### config.mk
export PLATFORM = sky130hd
export DESIGN_NAME = acl_spi_responder
export DESIGN_NICKNAME = d
export VERILOG_FILES = /design/src/rtl/acl_spi_responder_pkg.sv /design/src/rtl/acl_sync_edge.sv /design/src/rtl/acl_spi_responder.sv
export SDC_FILE = /design/constraint.sdc
export NUM_CORES = 1
export LEC_CHECK = 0
export CORE_MARGIN = 4
export CORE_UTILIZATION = 35
export DETAILED_ROUTE_END_ITERATION = 16
export PLACE_DENSITY = 0.57
export SLEW_MARGIN = 10
export SYNTH_ARGS = -nofsm -noshare
export SYNTH_HDL_FRONTEND = slang
export SYNTH_HIERARCHICAL = 1
export SYNTH_SLANG_ARGS = --single-unit
### constraint.sdc
create_clock -name CLK -period 4.83 [get_ports CLK]
set_input_delay 0.483 -clock CLK [delete_from_list [all_inputs] [get_ports CLK]]
set_output_delay 0.483 -clock CLK [all_outputs]
set_load 0.02 [all_outputs]
### src/rtl/acl_spi_responder_pkg.sv
// Shared register map, opcodes and helpers for the ADXL362-style SPI responder
// and the accelerometer controller that drives it.
package acl_spi_responder_pkg;

  localparam int unsigned BYTE_W    = 8;
  localparam int unsigned BIT_CNT_W = $clog2(BYTE_W);
  localparam int unsigned SAMPLE_W  = 12;

  localparam logic [7:0] CMD_WRITE = 8'h0A;
  localparam logic [7:0] CMD_READ  = 8'h0B;

  localparam logic [7:0] ADDR_DEVID_AD   = 8'h00;
  localparam logic [7:0] ADDR_DEVID_MST  = 8'h01;
  localparam logic [7:0] ADDR_PARTID     = 8'h02;
  localparam logic [7:0] ADDR_XDATA      = 8'h08;
  localparam logic [7:0] ADDR_YDATA      = 8'h09;
  localparam logic [7:0] ADDR_ZDATA      = 8'h0A;
  localparam logic [7:0] ADDR_STATUS     = 8'h0B;
  localparam logic [7:0] ADDR_XDATA_L    = 8'h0E;
  localparam logic [7:0] ADDR_XDATA_H    = 8'h0F;
  localparam logic [7:0] ADDR_YDATA_L    = 8'h10;
  localparam logic [7:0] ADDR_YDATA_H    = 8'h11;
  localparam logic [7:0] ADDR_ZDATA_L    = 8'h12;
  localparam logic [7:0] ADDR_ZDATA_H    = 8'h13;
  localparam logic [7:0] ADDR_FILTER_CTL = 8'h2C;
  localparam logic [7:0] ADDR_POWER_CTL  = 8'h2D;

  localparam logic [7:0] DEVID_AD       = 8'hAD;
  localparam logic [7:0] DEVID_MST      = 8'h1D;
  localparam logic [7:0] FILTER_CTL_RST = 8'h13;
  localparam logic [7:0] POWER_CTL_RST  = 8'h00;

  typedef enum logic [2:0] {
    ST_IDLE,
    ST_CMD,
    ST_ADDR,
    ST_DATA_RD,
    ST_DATA_WR,
    ST_IGNORE
  } spi_state_e;

  typedef struct packed {
    logic [SAMPLE_W-1:0] x;
    logic [SAMPLE_W-1:0] y;
    logic [SAMPLE_W-1:0] z;
  } accel_sample_t;

  // High byte of a 12-bit sample, sign-extended to 8 bits.
  function automatic logic [7:0] sample_hi_ext(input logic [SAMPLE_W-1:0] s);
    return {{4{s[SAMPLE_W-1]}}, s[SAMPLE_W-1:8]};
  endfunction

  // Addresses whose read consumes the current sample (clears DATA_READY).
  function automatic logic is_sample_addr(input logic [7:0] a);
    return ((a >= ADDR_XDATA) && (a <= ADDR_ZDATA)) ||
           ((a >= ADDR_XDATA_L) && (a <= ADDR_ZDATA_H));
  endfunction

endpackage

### src/rtl/acl_sync_edge.sv
// Multi-flop synchronizer for an asynchronous pin with rise/fall detection
// taken from the last two synchronized samples.
module acl_sync_edge #(
  parameter int unsigned SYNC_STAGES = 2,
  parameter logic        RST_VAL     = 1'b0
) (
  input  logic CLK,
  input  logic rst,
  input  logic d,
  output logic q,
  output logic rise_c,
  output logic fall_c
);

  logic [SYNC_STAGES-1:0] sync;
  logic                   prev;

  always_ff @(posedge CLK) begin
    if (rst) begin
      sync <= {SYNC_STAGES{RST_VAL}};
      prev <= RST_VAL;
    end else begin
      sync <= (sync << 1) | SYNC_STAGES'(d);
      prev <= sync[SYNC_STAGES-1];
    end
  end

  assign q      = sync[SYNC_STAGES-1];
  assign rise_c = q & ~prev;
  assign fall_c = ~q & prev;

endmodule

### src/rtl/acl_spi_responder.sv
// SPI mode-0 slave emulating the accelerometer register interface: read/write
// commands, auto-incrementing pointer, sample snapshot and DATA_READY flag.
module acl_spi_responder
  import acl_spi_responder_pkg::*;
#(
  parameter int unsigned SYNC_STAGES = 2,
  parameter logic [7:0]  PARTID      = 8'hF2
) (
  input  logic                CLK,
  input  logic                rst,
  input  logic                ACL_SCLK,
  input  logic                ACL_CSN,
  input  logic                ACL_MOSI,
  output logic                ACL_MISO,
  input  logic [SAMPLE_W-1:0] i_accel_x,
  input  logic [SAMPLE_W-1:0] i_accel_y,
  input  logic [SAMPLE_W-1:0] i_accel_z,
  input  logic                i_sample_valid,
  output logic [7:0]          o_power_ctl,
  output logic [7:0]          o_filter_ctl,
  output logic                o_busy
);

  logic sclk_q, sclk_rise_c, sclk_fall_c;
  logic csn_q, csn_rise_c, csn_fall_c;
  logic unused_sclk_level;

  acl_sync_edge #(.SYNC_STAGES(SYNC_STAGES), .RST_VAL(1'b0)) u_sclk_sync (
    .CLK    (CLK),
    .rst    (rst),
    .d      (ACL_SCLK),
    .q      (sclk_q),
    .rise_c (sclk_rise_c),
    .fall_c (sclk_fall_c)
  );

  acl_sync_edge #(.SYNC_STAGES(SYNC_STAGES), .RST_VAL(1'b1)) u_csn_sync (
    .CLK    (CLK),
    .rst    (rst),
    .d      (ACL_CSN),
    .q      (csn_q),
    .rise_c (csn_rise_c),
    .fall_c (csn_fall_c)
  );

  assign unused_sclk_level = sclk_q;

  // MOSI only needs the level, delayed to line up with the SCLK edge pulse.
  logic [SYNC_STAGES-1:0] mosi_sync;
  logic                   mosi_q;

  always_ff @(posedge CLK) begin
    if (rst) begin
      mosi_sync <= '0;
    end else begin
      mosi_sync <= (mosi_sync << 1) | SYNC_STAGES'(ACL_MOSI);
    end
  end

  assign mosi_q = mosi_sync[SYNC_STAGES-1];

  spi_state_e             state;
  logic [BIT_CNT_W-1:0]   bit_cnt;
  logic [BYTE_W-1:0]      rx_sr;
  logic [BYTE_W-1:0]      tx_sr;
  logic [7:0]             ptr;
  logic                   cmd_rd;
  logic                   data_ready;
  logic                   fresh;
  logic                   read_sample;
  logic                   armed;
  logic [SYNC_STAGES:0]   settle;
  accel_sample_t          snap;

  logic [BYTE_W-1:0]      rx_byte_c;
  logic                   byte_done_c;
  logic [7:0]             ptr_next_c;
  logic [7:0]             rd_addr_c;
  logic [7:0]             rd_data_c;

  assign rx_byte_c   = {rx_sr[BYTE_W-2:0], mosi_q};
  assign byte_done_c = sclk_rise_c && (bit_cnt == BIT_CNT_W'(BYTE_W - 1));
  assign ptr_next_c  = ptr + 8'd1;

  // Byte to preload: the address just received, or the next pointer location.
  always_comb begin
    rd_addr_c = (state == ST_ADDR) ? rx_byte_c : ptr_next_c;
    rd_data_c = 8'h00;
    case (rd_addr_c)
      ADDR_DEVID_AD:   rd_data_c = DEVID_AD;
      ADDR_DEVID_MST:  rd_data_c = DEVID_MST;
      ADDR_PARTID:     rd_data_c = PARTID;
      ADDR_XDATA:      rd_data_c = snap.x[SAMPLE_W-1:4];
      ADDR_YDATA:      rd_data_c = snap.y[SAMPLE_W-1:4];
      ADDR_ZDATA:      rd_data_c = snap.z[SAMPLE_W-1:4];
      ADDR_STATUS:     rd_data_c = {7'd0, data_ready};
      ADDR_XDATA_L:    rd_data_c = snap.x[7:0];
      ADDR_XDATA_H:    rd_data_c = sample_hi_ext(snap.x);
      ADDR_YDATA_L:    rd_data_c = snap.y[7:0];
      ADDR_YDATA_H:    rd_data_c = sample_hi_ext(snap.y);
      ADDR_ZDATA_L:    rd_data_c = snap.z[7:0];
      ADDR_ZDATA_H:    rd_data_c = sample_hi_ext(snap.z);
      ADDR_FILTER_CTL: rd_data_c = o_filter_ctl;
      ADDR_POWER_CTL:  rd_data_c = o_power_ctl;
      default:         rd_data_c = 8'h00;
    endcase
  end

  always_ff @(posedge CLK) begin
    if (rst) begin
      state        <= ST_IDLE;
      bit_cnt      <= '0;
      rx_sr        <= '0;
      tx_sr        <= '0;
      ptr          <= '0;
      cmd_rd       <= 1'b0;
      data_ready   <= 1'b0;
      fresh        <= 1'b0;
      read_sample  <= 1'b0;
      armed        <= 1'b0;
      settle       <= '0;
      snap         <= '0;
      ACL_MISO     <= 1'b0;
      o_busy       <= 1'b0;
      o_power_ctl  <= POWER_CTL_RST;
      o_filter_ctl <= FILTER_CTL_RST;
    end else begin
      settle <= {settle[SYNC_STAGES-1:0], 1'b1};
      o_busy <= ~csn_q;

      // Only a genuine high->low CSN edge seen after reset may start decoding.
      if (settle[SYNC_STAGES] && csn_q) begin
        armed <= 1'b1;
      end

      if (i_sample_valid) begin
        data_ready <= 1'b1;
        fresh      <= 1'b1;
      end

      if (csn_rise_c) begin
        state    <= ST_IDLE;
        bit_cnt  <= '0;
        ACL_MISO <= 1'b0;
        // A sample that arrived after the snapshot was not read, so it keeps DATA_READY.
        if (read_sample) begin
          data_ready <= fresh | i_sample_valid;
        end
      end else if (csn_fall_c && armed) begin
        state       <= ST_CMD;
        bit_cnt     <= '0;
        rx_sr       <= '0;
        ACL_MISO    <= 1'b0;
        snap        <= '{x: i_accel_x, y: i_accel_y, z: i_accel_z};
        fresh       <= 1'b0;
        read_sample <= 1'b0;
      end else if (state != ST_IDLE) begin
        if (sclk_rise_c) begin
          rx_sr   <= rx_byte_c;
          bit_cnt <= bit_cnt + BIT_CNT_W'(1);
          if (byte_done_c) begin
            case (state)
              ST_CMD: begin
                if (rx_byte_c == CMD_READ) begin
                  cmd_rd <= 1'b1;
                  state  <= ST_ADDR;
                end else if (rx_byte_c == CMD_WRITE) begin
                  cmd_rd <= 1'b0;
                  state  <= ST_ADDR;
                end else begin
                  state <= ST_IGNORE;
                end
              end
              ST_ADDR: begin
                ptr <= rx_byte_c;
                if (cmd_rd) begin
                  state    <= ST_DATA_RD;
                  tx_sr    <= rd_data_c;
                  ACL_MISO <= rd_data_c[7];
                end else begin
                  state <= ST_DATA_WR;
                end
              end
              ST_DATA_RD: begin
                ptr      <= ptr_next_c;
                tx_sr    <= rd_data_c;
                ACL_MISO <= rd_data_c[7];
                if (is_sample_addr(ptr)) begin
                  read_sample <= 1'b1;
                end
              end
              ST_DATA_WR: begin
                if (ptr == ADDR_FILTER_CTL) begin
                  o_filter_ctl <= rx_byte_c;
                end else if (ptr == ADDR_POWER_CTL) begin
                  o_power_ctl <= rx_byte_c;
                end
                ptr <= ptr_next_c;
              end
              default: begin
              end
            endcase
          end
        end else if (sclk_fall_c && (state == ST_DATA_RD) && (bit_cnt != BIT_CNT_W'(0))) begin
          // The fall right after a preload keeps the MSB on the line.
          tx_sr    <= {tx_sr[BYTE_W-2:0], 1'b0};
          ACL_MISO <= tx_sr[BYTE_W-2];
        end
      end
    end
  end

endmodule

# --- Word level (Yosys, flattened, before mapping) ---
# Cells that the tools add are included.
totals:
  reg_bits: 98
  latchBits: 0
  mem_bits_rw: 0
  romBits: 0
  output_inout_bits: 18
  elab_cells: 147
  n_memories: 0
op_classes:
  addsub: 2
  multipliers: 0
  div_mod_pow: 0
  magnitude_cmp: 4
  eq_ne: 26
  shift: 0
  mux: 39
  n_bitwise: 15
  n_reduce_logical: 36
ops:
  columns: ["op", "n"]
  rows:
  - ["$pmux 8 s15", 1]
  - ["$eq 8x4->1 const B", 8]
  - ["$mux 7", 7]
  - ["$eq 8x5->1 const B", 4]
  - ["$eq 8x6->1 const B", 4]
  - ["$mux 1", 23]
  - ["$reduce_and 7->1", 3]
  - ["$reduce_bool 2->1", 9]
  - ["$ge 8x4->1 const B", 2]
  - ["$pmux 8 s2", 1]
  - ["$pmux 7 s2", 1]
  - ["$reduce_and 6->1", 2]
  - ["$mux 3", 3]
  - ["$reduce_bool 3->1", 3]
  - ["$add 8x1->8 const B", 1]
  - ["$eq 8x1->1 const B", 1]
  - ["$eq 8x2->1 const B", 1]
  - ["$le 8x4->1 const B", 1]
  - ["$le 8x5->1 const B", 1]
  - ["$logic_not 8->1", 1]
  - ["$mux 8", 1]
  - ["$reduce_and 4->1", 2]
  - ["$reduce_and 8->1", 1]
  - ["$logic_and 1x1->1", 7]
  - ["other kinds (19)", 34]

# --- Logic depth before layout (Yosys ltp) ---
# Gate-level depths: netlist of the first run.
logic_depth:
  ltp_word: 9
  depth_mapped: 11

# --- By module ---
# The synthesis of the first run kept the hierarchy.
modules_own_cells:
  columns: ["module", "instances", "cells_per_inst", "area_per_inst_um2", "seq_area_each_um2"]
  rows:
  - ["acl_spi_responder", 1, 625, 4916.0, 1841.8]
  - ["acl_sync_edge (u_csn_sync)", 1, 8, 92.6, 60.1]
  - ["acl_sync_edge (u_sclk_sync)", 1, 8, 91.3, 60.1]

# --- Worst setup path before layout of the first run ---
# Ideal clock, no wire load.
synth_path:
  path_type: "reg-to-reg"
  from: "register ptr[0]"
  to: "register tx_sr[4]"
  setup_ps: 138
  arrival_time_ps: 2322
  t_required_ps: 4692
  slack_ps: 2370
  stages_incl_launch_ff: 11
  n_path_buf: 2
  synth_period_minus_slack_ps: 2460
  path_cell_list: "dfxtp_1 buf_2 inv_1 ha_1 a32o_1 buf_6 and3_4 a222oi_1 nand3_2 o21ai_2 a211oi_1"
synth_between:
  elab_chain_len: 8
synth_rtl:
  columns: ["element", "line_no", "source"]
  rows:
  - ["start, declared", "acl_spi_responder.sv:66", "logic [7:0] ptr;"]
  - ["start signal, assigned", "acl_spi_responder.sv:175", "ptr <= rx_byte_c;"]
  - ["start signal, assigned", "acl_spi_responder.sv:185", "ptr <= ptr_next_c;"]
  - ["start signal, assigned", "acl_spi_responder.sv:198", "ptr <= ptr_next_c;"]
  - ["$add 8x1->8 (*)", "acl_spi_responder.sv:83", "assign ptr_next_c = ptr + 8'd1;"]
  - ["$mux 8 (*)", "acl_spi_responder.sv:87", "rd_addr_c = (state == ST_ADDR) ? rx_byte_c : ptr_next_c;"]
  - ["$eq 8x6->1 (tied with other cells)", "acl_spi_responder.sv:89", "case (rd_addr_c)"]
  - ["$pmux 8 s15 (*)", "acl_spi_responder.sv:89", null]
  - ["$mux 7", "acl_spi_responder.sv:176", "if (cmd_rd) begin"]
  - ["$pmux 7 s2 (*)", "acl_spi_responder.sv:162", "case (state)"]
  - ["$mux 7 (*)", "acl_spi_responder.sv:161", "if (byte_done_c) begin"]
  - ["$mux 7 (*)", "acl_spi_responder.sv:158", "if (sclk_rise_c) begin"]
  - ["end signal, assigned", "acl_spi_responder.sv:178", "tx_sr <= rd_data_c;"]
  - ["end signal, assigned", "acl_spi_responder.sv:186", "tx_sr <= rd_data_c;"]
  - ["end signal, assigned", "acl_spi_responder.sv:206", "tx_sr <= {tx_sr[BYTE_W-2:0], 1'b0};"]
  - ["end, declared", "acl_spi_responder.sv:65", "logic [BYTE_W-1:0] tx_sr;"]
# Every way passes the cells marked *; elsewhere a longest branch is shown, timed or not. The select of a mux whose other input is x is not followed.
# A chain may end at the register's enable or synchronous reset.

# --- Final worst setup path of the first run ---
layout_path:
  from: "register u_sclk_sync.sync[1]"
  to: "register o_filter_ctl[7]"
layout_between:
  elab_chain_len: 3
layout_rtl:
  columns: ["element", "line_no", "source"]
  rows:
  - ["start, declared", "acl_sync_edge.sv:15", "logic [SYNC_STAGES-1:0] sync;"]
  - ["start signal, assigned", "acl_sync_edge.sv:20", "sync <= {SYNC_STAGES{RST_VAL}};"]
  - ["start signal, assigned", "acl_sync_edge.sv:23", "sync <= (sync << 1) | SYNC_STAGES'(d);"]
  - ["$and 1x1->1 (*)", "acl_sync_edge.sv:29", "assign rise_c = q & ~prev;"]
  - ["via sclk_rise_c", "acl_spi_responder.sv:24", "logic sclk_q, sclk_rise_c, sclk_fall_c;"]
  - ["$logic_and 1x1->1", "acl_spi_responder.sv:82", "assign byte_done_c = sclk_rise_c && (bit_cnt == BIT_CNT_W'(BYTE_W - 1));"]
  - ["$reduce_and 7->1 (no line) (*)", null, null]
  - ["end signal, assigned", "acl_spi_responder.sv:194", "o_filter_ctl <= rx_byte_c;"]
  - ["end, declared", "acl_spi_responder.sv:20", "output logic [7:0] o_filter_ctl,"]
# The timed path passes the listed nets; every way through them passes the cells marked *.

==> results of run 1 <==
## report_power, final
group / switching [mW] / internal, mW
clock network: 0.337 / 0.358
logic: 0.0298 / 0.0370
registers: 0.00623 / 0.815
total: 0.374 / 1.21
## per-layer routing
metal,GRT usage [%],part of all wire (%)
met1,27.8,48
met2,29.6,44
met3,3.40,5.4
met4,6.61,2.0
met5,0,0
## final cells by class
type                       instances  area (um^2)
fill                            1476         8060
multi-input combinational        489         2890
inverter                          11         41.3
timing repair buffer              65          631
tap                              180          225
clock inverter                     7         58.8
clock buffer                       9          225
sequential                        98         1960
## logic make-up after synthesis
group / Yosys count
and+or+nand+nor: 283
AOI/OAI and AO/OA: 170
DFF: 98
buffers and inverters: 54
muxes: 24
adders and majority gates: 7
xor gates and xnor gates: 5
## worst max-delay path by stage
stage,from,end,slack (ns),depth (start not counted)
after global routing,u_sclk_sync/sync[1]$_SDFF_PP0_,tx_sr[4]$_SDFFE_PP0P_,1.23,7
after global placement,u_sclk_sync/sync[1]$_SDFF_PP0_,tx_sr[3]$_SDFFE_PP0P_,1.47,7
final,u_sclk_sync/sync[1]$_SDFF_PP0_,o_filter_ctl[7]$_SDFFE_PP0P_,1.46,7
after floorplan,ptr[0]$_SDFFE_PP0P_,tx_sr[4]$_SDFFE_PP0P_,2.37,10
after CTS,u_sclk_sync/sync[1]$_SDFF_PP0_,o_filter_ctl[7]$_SDFFE_PP0P_,1.52,7
after detailed placement,u_sclk_sync/sync[1]$_SDFF_PP0_,tx_sr[3]$_SDFFE_PP0P_,1.58,7
## metrics by stage
step,hold slack [ns],worst slack (ns),cell area (um^2),utilization [%]
CTS,0.416,1.52,6030,42.8
global route,0.426,1.23,6030,42.8
global placement,0.385,1.47,5750,40.8
detailed placement,0.398,1.58,5750,40.8
floorplan,0.383,2.37,5100,-
finish,0.410,1.46,6030,42.8
## cells in the mapped netlist, types with 2 or more instances
cell type	count	share of area (%)
a211oi_1	9	1.3
xor2_1	2	0.34
a221oi_1	2	0.34
o31ai_1	3	0.44
buf_2	10	0.98
o2bb2ai_1	3	0.52
buf_6	5	1.1
inv_1	9	0.66
o21a_1	3	0.44
nand3_2	2	0.39
xnor2_1	3	0.52
clkinv_1	2	0.15
nor3b_1	4	0.59
and2_1	4	0.49
nand2_1	114	8.4
a311oi_1	3	0.52
ha_1	7	1.7
or2_1	3	0.37
o22ai_1	6	0.74
nor2_1	65	4.8
or3_1	6	0.74
a22o_1	2	0.34
o21ai_0	17	1.7
nand3_1	24	2.4
nor2b_1	17	2.1
a211oi_2	2	0.49
nor4b_1	2	0.34
clkbuf_1	27	2.0
o21ai_1	3	0.29
o21ai_2	3	0.52
o211ai_1	5	0.74
nand4_1	7	0.86
dfxtp_1	98	38
a22oi_1	25	3.7
a21oi_1	58	5.7
a222oi_1	6	1.2
mux2i_1	22	4.3
nor3_1	14	1.4
nand2b_1	3	0.37
nor4_1	5	0.61
and3_1	2	0.25
a21boi_0	5	0.74
## flip-flops by register name, indices dropped and copies added (netlist names), 3 cells and up
signal / cells
snap: 36
ptr: 8
rx_sr: 7
o_filter_ctl: 8
o_power_ctl: 8
tx_sr: 7
bit_cnt: 3
settle: 3
state: 3
==> run metrics, run 1 <==
status=complete, no violations; setup violators final=0; CTS tree=built; Post-Synth Adder-Cell Area=1.72%; syn_area_per_cell=7.96 um^2; Initial Utilization=36.2%; end of the worst hold path=u_csn_sync/sync[1]$_SDFF_PP1_; Synthesized Nets=690; Tcrit/Tclk final=69.7%; reg2reg path depth=7; wire per inst=18.1 um; initial antenna violation count=0; Synth Area in Compound Gates=23.1%; Top Ports=60; max cap viols=0; Hold WC Path Type=reg2reg; GRT Resource Usage Total=19.4%; worst r2r dst=o_filter_ctl[7]$_SDFFE_PP0P_; main combinational cell family by area after synthesis=simple AND/OR/NAND/NOR gates; post-route ant nets=0; final cell count without fillers=859; RSZ-0062 raised after global routing=no; total gr overflow=0; CP delay by family, top=simple AND/OR/NAND/NOR gates; Reg clk slew, reported paths=0.07 ns; Post-synth EDFFs=0; Core Area=14,100 um^2; Peak VDD IR=145 uV; Post-CTS Hold Fix Bufs=0; R2R setup slack=1.46 ns; CTS Buf Count=9; CP Capture Type=register; detailed placer's ending HPWL=11,400 um; min-delay src=u_csn_sync/sync[0]$_SDFF_PP1_; Top FF cell, synth=dfxtp_1; Post-CTS Resized=0; CTS root buf=clkbuf_16; final WL=15,500 um; # nets final=723; CTS Buffer Depth=2; vias per inst=5.58; Clock Skews=0.0109 ns; post-CTS setup-driven buffer insertion count=0; CP arrival=3.58 ns; dpl cells=843; RR Startpoint=u_sclk_sync/sync[1]$_SDFF_PP0_; post-synthesis sequential area ratio=38.5%; initial detailed-routing violation count=329; Hold Path Depth=1; Skew-Pair Late Insertion Delay=0.36 ns; Synth Register Bits=98; die height=129 um; Largest stage delay, worst path=0.76 ns; layout cells sized above 1=6.77%; Crit Path Class=reg2reg; commonest cells after routing, fill and taps aside=114 x nand2_1, 98 x dfxtp_1, 64 x nor2_1; YS warnings=6; Layout area overhead=18.3%; leading cell type in the layout, fill and taps excluded=nand2_1; post-synthesis cell type count=71; overall power=1.58 mW; Final Hold Fails=0; Diodes inserted=0; largest net degree at the start of global routing=83; CP Cell Sequence=nor2b_1 > clkinv_1 > or3_1 > nand3b_1 > nor2_2 > mux2i_1 > nor2_1; mapped cell area=5100 um^2; Syn Inst Count=641; critical path required time=5.04 ns; H-tree depth=3; CP max FO=13; Die X=129 um; Startpoint Class=register; P per Cell Area=263 nW/um^2; Rel. slew slack=22.4%; share of flip-flops with an asynchronous set or reset=0%; LEAKAGE=1.94 nW; Site Rows=43; min Tclk post-route=3.37 ns; # DRC=0; DRT Pass-1 Iters=6; post-synthesis mux area share=4.83%; slowest CP cell=nor2b_1; setup TNS=0 ns; Sink Count=98; worst path bufs/invs=1; final slew viol count=0; die area=16,600 um^2; Vias=4,792; Synth Area in XOR/XNOR=0.859%; FMAX=297 MHz; actual slew at the worst max-slew pin=1.15 ns; Final Wtd Congestion=0.922; first-pass GRT wire length=25,400 um; Post-Synth Simple-Gate Area=26.0%; vias in the first global route=4,653; PortBufs=59
(Power assumes the default switching activity.)
==> inputs of run 2 (changes only) <==
- clock period: 4.83 -> 3.25 ns (I/O delays scaled with it)
==> run metrics, run 2 (synthesis gave the netlist of run 1 again) <==
RSZ-0062 raised after global routing=no; final slew viol count=0; post-CTS setup-driven buffer insertion count=0; critical path required time=3.48 ns; min Tclk post-route=2.97 ns; initial antenna violation count=0; max reg flops=36; layout cells sized above 1=7.59%; wire per inst=17.7 um; Sink Count=98; # DRC=0; Top Ports=60; initial detailed-routing violation count=471; Hold WC Path Type=in2reg; vias in the first global route=4,748; PortBufs=59; H-tree depth=3; Diodes inserted=0; Tcrit/Tclk final=91.4%; CP Capture Type=register; FMAX=336 MHz; largest net degree at the start of global routing=83; Initial Utilization=36.2%; die height=129 um; actual slew at the worst max-slew pin=0.847 ns; CP max FO=13; first-pass GRT wire length=25,300 um; leading cell type in the layout, fill and taps excluded=nand2_1; Rel. slew slack=43.5%; Reg clk slew, reported paths=0.08 ns; commonest cells after routing, fill and taps aside=114 x nand2_1, 98 x dfxtp_1, 64 x nor2_1; Die X=129 um; Vias=4,836; Reg with most FFs=snap; LEAKAGE=1.99 nW; # nets final=729; CTS Buffer Depth=2; status=complete, no violations; Clock Skews=0.00768 ns; die area=16,600 um^2; setup violators final=0; vias per inst=5.59; Site Rows=43; max cap viols=0; Layout area overhead=19.8%; DRT Pass-1 Iters=7; final WL=15,300 um; CTS tree=built; Final Hold Fails=0; Post-CTS Hold Fix Bufs=0; dpl cells=849; total gr overflow=0; CTS Buf Count=9; CP arrival=3.20 ns; Peak VDD IR=356 uV; final cell count without fillers=865; detailed placer's ending HPWL=11,300 um; GRT Resource Usage Total=19.3%; Skew-Pair Late Insertion Delay=0.36 ns; Startpoint Class=register; Final Wtd Congestion=0.950; CTS root buf=clkbuf_16; setup TNS=0 ns; Crit Path Class=reg2reg; Post-CTS Resized=0; Core Area=14,100 um^2; P per Cell Area=403 nW/um^2; post-route ant nets=0
-- run 2: cell types whose count changed in the layout (fill, tap and decap cells not counted) --
cell        change
inv_8           +2
clkinv_4        -1
buf_4           +6
clkinv_2        -1
clkinvlp_4      -1
bufinv_16       +1
-- run 2: per-stage QoR --
stage	power, mW	instance area (um^2)	hold slack [ns]	worst slack, ns	util [%]
after floorplan	1.28	5100	0.383	0.790	-
after global routing	2.54	6110	0.390	0.131	43.3
after CTS	2.49	6110	0.376	0.335	43.3
after detailed placement	1.35	5790	0.391	0.381	41.1
final	2.46	6110	0.380	0.278	43.3
after global placement	1.35	5790	0.389	0.244	41.1
-- run 2: worst paths after layout --
path,from,to,slack (ns),depth (start not counted)
min,rst,settle[0]$_DFF_P_,0.38,2
max,ptr[3]$_SDFFE_PP0P_,tx_sr[6]$_SDFFE_PP0P_,0.28,8
max reg2reg,ptr[3]$_SDFFE_PP0P_,tx_sr[6]$_SDFFE_PP0P_,0.28,8
min reg2reg,u_csn_sync/sync[0]$_SDFF_PP1_,u_csn_sync/sync[1]$_SDFF_PP1_,0.41,1
-- run 2: layout make-up --
| type | count | area [um^2] |
|---|---|---|
| Clock inverter | 7 | 90.1 |
| Tap cell | 180 | 225 |
| Fill cell | 1448 | 7990 |
| Timing Repair Buffer | 71 | 676 |
| Sequential cell | 98 | 1960 |
| Inverter | 11 | 41.3 |
| Clock buffer | 9 | 225 |
| Multi-Input combinational cell | 489 | 2890 |
-- run 2: critical path, stage by stage, from the launching register on --
cell and delay (ns):
dfxtp_1 0.64, nand2_1 0.28, or3_1 0.49, a31oi_4 0.24
a21oi_1 0.12, and2_1 0.25, a222oi_1 0.36, nor3b_1 0.34
a211oi_2 0.11
-- run 2: report_power, final --
group / internal, mW / switching, mW / total, mW
Sequential: 1.21 / 0.00862 / 1.22
Combinational: 0.0556 / 0.0435 / 0.0991
Clock: 0.622 / 0.521 / 1.14
-- run 2: routing by layer --
layer,GRT usage [%],routed length (um),vias to the layer above
met5,0,0,-
met4,7.54,329,0
met1,27.7,7280,2290
met2,28.7,6810,162
li1,-,-,2363
met3,3.40,856,21
